===== src/rtl/crc_pkg.sv =====
// Shared definitions for the memory CRC checker.
//   crc_state_e      : checker FSM states
//   Crc16*           : USB-16 default polynomial / preset / output mask
//   crc_reflect      : bit-reverse the low `width` bits of a value
//   crc_update_byte  : absorb one byte MSB-first into a CRC of `width` bits
// Functions work on 32-bit containers so any CRC_W up to 32 can share them.
package crc_pkg;

  typedef enum logic [1:0] {
    StIdle,
    StFetch,
    StDrain,
    StDone
  } crc_state_e;

  localparam logic [15:0] Crc16Poly   = 16'h8005;
  localparam logic [15:0] Crc16Init   = 16'hFFFF;
  localparam logic [15:0] Crc16XorOut = 16'hFFFF;

  function automatic logic [31:0] crc_reflect(input logic [31:0] value,
                                              input int unsigned width);
    logic [31:0] rev;
    rev = {<<{value}};
    // Full 32-bit reversal leaves the wanted bits at the top; shift them down.
    return rev >> (32 - width);
  endfunction

  function automatic logic [31:0] crc_update_byte(input logic [31:0] crc,
                                                  input logic [7:0]  data,
                                                  input logic [31:0] poly,
                                                  input int unsigned width);
    logic [31:0] c;
    logic [31:0] top;
    logic [31:0] mask;
    logic [7:0]  d;
    logic        fb;
    top  = 32'd1 << (width - 1);
    mask = (width >= 32) ? 32'hFFFF_FFFF : ((32'd1 << width) - 32'd1);
    c    = crc & mask;
    d    = data;
    for (int i = 0; i < 8; i++) begin
      fb = ((c & top) != 32'd0) ^ d[7];
      c  = (c << 1) & mask;
      if (fb) begin
        c = c ^ (poly & mask);
      end
      d = d << 1;
    end
    return c;
  endfunction

endpackage


===== src/rtl/crc_byte_engine.sv =====
// CRC register with byte-wide update.
//   clk50m  : clock, rising edge
//   rst_n   : synchronous active-low reset (register -> INIT)
//   clear   : preset register to INIT (wins over enable)
//   enable  : absorb data_in this cycle
//   data_in : input byte, optionally bit-reflected before absorption
//   crc     : current raw CRC register (no output reflection / mask)
module crc_byte_engine
  import crc_pkg::*;
#(
  parameter int unsigned      CRC_W   = 16,
  parameter logic [CRC_W-1:0] POLY    = CRC_W'(Crc16Poly),
  parameter logic [CRC_W-1:0] INIT    = CRC_W'(Crc16Init),
  parameter int unsigned      REFLECT = 1
) (
  input  logic             clk50m,
  input  logic             rst_n,
  input  logic             clear,
  input  logic             enable,
  input  logic [7:0]       data_in,
  output logic [CRC_W-1:0] crc
);

  logic [CRC_W-1:0] crc_q, crc_d;
  logic [7:0]       byte_in;

  always_comb begin
    byte_in = (REFLECT != 0) ? 8'(crc_reflect({24'h0, data_in}, 8)) : data_in;
    crc_d   = crc_q;
    if (clear) begin
      crc_d = INIT;
    end else if (enable) begin
      crc_d = CRC_W'(crc_update_byte(32'(crc_q), byte_in, 32'(POLY), CRC_W));
    end
  end

  always_ff @(posedge clk50m) begin
    if (!rst_n) begin
      crc_q <= INIT;
    end else begin
      crc_q <= crc_d;
    end
  end

  assign crc = crc_q;

endmodule


===== config.mk =====
export PLATFORM = sky130hd
export DESIGN_NAME = crc_byte_engine
export DESIGN_NICKNAME = d
export VERILOG_FILES = /design/src/rtl/crc_pkg.sv /design/src/rtl/crc_byte_engine.sv
export SDC_FILE = /design/constraint.sdc
export NUM_CORES = 1
export LEC_CHECK = 0
export BUFFER_PORTS_ARGS = -buffer_cell sky130_fd_sc_hd__buf_2
export CAP_MARGIN = 20
export CORE_MARGIN = 5
export CORE_UTILIZATION = 47
export CTS_CLUSTER_SIZE = 12
export DETAILED_ROUTE_END_ITERATION = 12
export PLACE_DENSITY = 0.86
export SYNTH_ARGS = -nofsm -noshare
export SYNTH_HDL_FRONTEND = slang
export SYNTH_SLANG_ARGS = --single-unit

===== constraint.sdc =====
create_clock -name clk50m -period 2.6 [get_ports clk50m]
set_clock_uncertainty 0.15 [all_clocks]
set_input_delay 0.52 -clock clk50m [delete_from_list [all_inputs] [get_ports clk50m]]
set_output_delay 0.52 -clock clk50m [all_outputs]
set_load 0.01 [all_outputs]

==> impl_metrics.env <==
export IMPL_firstDrtPassIters=4
export IMPL_synth_common_cells="nand2_1, dfxtp_1, xnor2_1"
export IMPL_postCtsHoldBufs=0
export IMPL_antenna_found_initial=0
export IMPL_pwr_density_cell_nw_per_um2=602
export IMPL_cts_buffers=3
export IMPL_die_area_sq_um=2570
export IMPL_worstHoldPathType="reg -> reg"
export IMPL_drcViolationCount=0
export IMPL_fin_setup_tns_ns=0
export IMPL_clk_latency_ns=0.29
export IMPL_async_flop_share_pct=0
export IMPL_p_leak_nw=0.404
export IMPL_tritoncts="done"
export IMPL_power_mw=0.579
export IMPL_worstSetupPathType="reg -> reg"
export IMPL_crit_required_ns=2.59
export IMPL_overflow=0
export IMPL_holdWs_ns=0.349
export IMPL_vias=644
export IMPL_p_int_mw=0.415
export IMPL_power_switching_mw=0.163
export IMPL_grtUsageTotal_pct=14.0
export IMPL_yosys_cell_count_top_type="nand2_1"
export IMPL_dpl_cell_area_sq_um=926
export IMPL_synthCells=85
export IMPL_pwr_share_clk_pct=28.0
export IMPL_dr_first_iter_drc_count=5
export IMPL_finalInstanceArea_sq_um=962
export IMPL_drt_vias_per_instance=4.99
export IMPL_synthTopCellsByArea="dfxtp_1, xnor2_1, nand2_1"
export IMPL_globalRouteMet3Util_pct=3.85
export IMPL_root_buffer="clkbuf_4"
export IMPL_worst_pin_slew_ns=0.639
export IMPL_grt_setup_unrepaired="false"
export IMPL_critical_path_top_delay_family="XOR/XNOR gates"
export IMPL_seq_area_frac_synth_pct=41.2
export IMPL_fin_crit_ns=2.00
export IMPL_crit_chain="xnor2_1 -> xor2_1 -> xnor3_2 -> nor3_1 -> a221oi_1"
export IMPL_min_period_over_period_pct=76.9
export IMPL_slew_headroom_pct=57.3
export IMPL_clk_pin_slew_ns=0.09
export IMPL_largest_reg_flops=16
export IMPL_combPwrFrac_pct=25.9
export IMPL_grt_pass1_vias=660
export IMPL_core_area_sq_um=1540
export IMPL_drt_total_wl_mm=1.60
export IMPL_port_buffers=27
export IMPL_setup_viol=0
export IMPL_fin_ws_ns=0.600
export IMPL_fp_dieW_um=50.7
export IMPL_io_pins=28
export IMPL_worst_path_largest_cell_delay_ns=0.53
export IMPL_synth_nets=97
export IMPL_use_met2_pct=22.9
export IMPL_avgSynthCellArea_sq_um=9.16
export IMPL_htreeDepth=1
export IMPL_yosysWarnings=0
export IMPL_cts_buffer_depth=2
export IMPL_slew_violations=0
export IMPL_die_y_um=50.7
export IMPL_place_congestion=0.787
export IMPL_post_cts_resized=0
export IMPL_fmax_ghz=0.500
export IMPL_synth_seq_cells=16
export IMPL_hpwl_mm=1.26
export IMPL_fp_row_count=14
export IMPL_top_usage_layer="met2"
export IMPL_run_status="completed"
export IMPL_wire_per_inst_um=12.4
export IMPL_post_cts_setup_buffer_count=0
export IMPL_diodes=0
export IMPL_ir_drop_mv=0.331
export IMPL_drive_above_1_share_pct=30.1
export IMPL_post_synth_top_area_fraction_pct=41.2
export IMPL_start_kind="register"
export IMPL_syn_area_sq_um=778
export IMPL_cp_max_fo=5
export IMPL_detail_route_antenna_nets=0
export IMPL_gr_usage_met1_pct=15.1
export IMPL_cts_sinks=16
export IMPL_seqPwrFrac_pct=46.2
export IMPL_synth_edf_count=0
export IMPL_synth_cell_types=17
export IMPL_grt_start_max_net_pins=25
export IMPL_synth_top_cell_by_area="dfxtp_1"
export IMPL_crit_buf_inv=0
export IMPL_swShare_pct=28.2
export IMPL_hold_violations=0
export IMPL_pre_cts_ws_ns=0.334
export IMPL_arrival_ns=1.99
export IMPL_syn_to_final_growth_pct=23.6
export IMPL_critical_path_slowest_cell="xnor3_2"
export IMPL_cap_viol_max_count=0
export IMPL_grt_first_pass_wirelength_mm=2.77
export IMPL_end_kind="register"
export IMPL_synthFlopType="dfxtp_1"
export IMPL_start_util_pct=50.5
export IMPL_nets=126
[stage by stage]
stage                     cells  utilization [%]
after detailed placement    125             60.1
after global routing        129             62.4
final                       129             62.4
after CTS                   129             62.4
after floorplan              85                -
after global placement      125             60.1
[kinds of logic after synthesis]
family	Yosys count	synth area share, %
XOR/XNOR	20	25.4
multiplexers	7	9.00
buffers and inverters	5	2.41
AND/OR/NAND/NOR	27	14.3
AO/OA/AOI/OAI	10	7.72
flip-flops	16	41.2
[worst paths after layout]
kind	to	cells past startpoint	start	slack, ns
worst min register to register	crc[12]$_SDFFE_PP1P_	2	crc[4]$_SDFFE_PP1P_	0.35
worst min-delay path	crc[12]$_SDFFE_PP1P_	2	crc[4]$_SDFFE_PP1P_	0.35
worst max-delay path	crc[1]$_SDFFE_PP1P_	5	crc[14]$_SDFFE_PP1P_	0.60
worst max register to register	crc[1]$_SDFFE_PP1P_	5	crc[14]$_SDFFE_PP1P_	0.60
[power by group through the flow]
stage,Sequential (mW),Combinational [mW],Clock [mW]
final,0.267,0.150,0.162
after CTS,0.267,0.152,0.166
after detailed placement,0.273,0.151,0
after floorplan,0.278,0.103,0
after global routing,0.270,0.167,0.175
after global placement,0.272,0.144,0
[metal layers]
metal  wire [um]  up-vias  share of wire, %
met1         645      278                40
met5           0        -                 0
li1            -      334                 -
met4          73        0               4.6
met2         774       23                49
met3         101        9               6.3
[area by class of cell]
type	instances	area, sq um
Inverter	1	3.75
Tap cell	16	20.0
Multi-Input combinational cell	64	439
Fill cell	145	579
Sequential cell	16	320
Clock buffer	4	36.3
Timing Repair Buffer	28	143
[placed cells by master, fill, tap and decap left out]
cell,instances
buf_4,1
buf_2,27
nand2_1,20
dfxtp_1,16
xnor2_1,15
xor2_2,1
xor2_1,3
clkbuf_4,3
nor3_1,2
o21ai_0,7
a221oi_1,2
and3_1,1
mux2i_1,7
xnor3_2,1
nor2b_1,2
nor2_1,2
a21boi_0,1
inv_1,1
clkbuf_8,1
[tightest hold or removal path, cell delays in order, from the launching register on]
cell	delay, ns
dfxtp_1	0.35
mux2i_1	0.07
nand2_1	0.06
(Power assumes the default switching activity.)
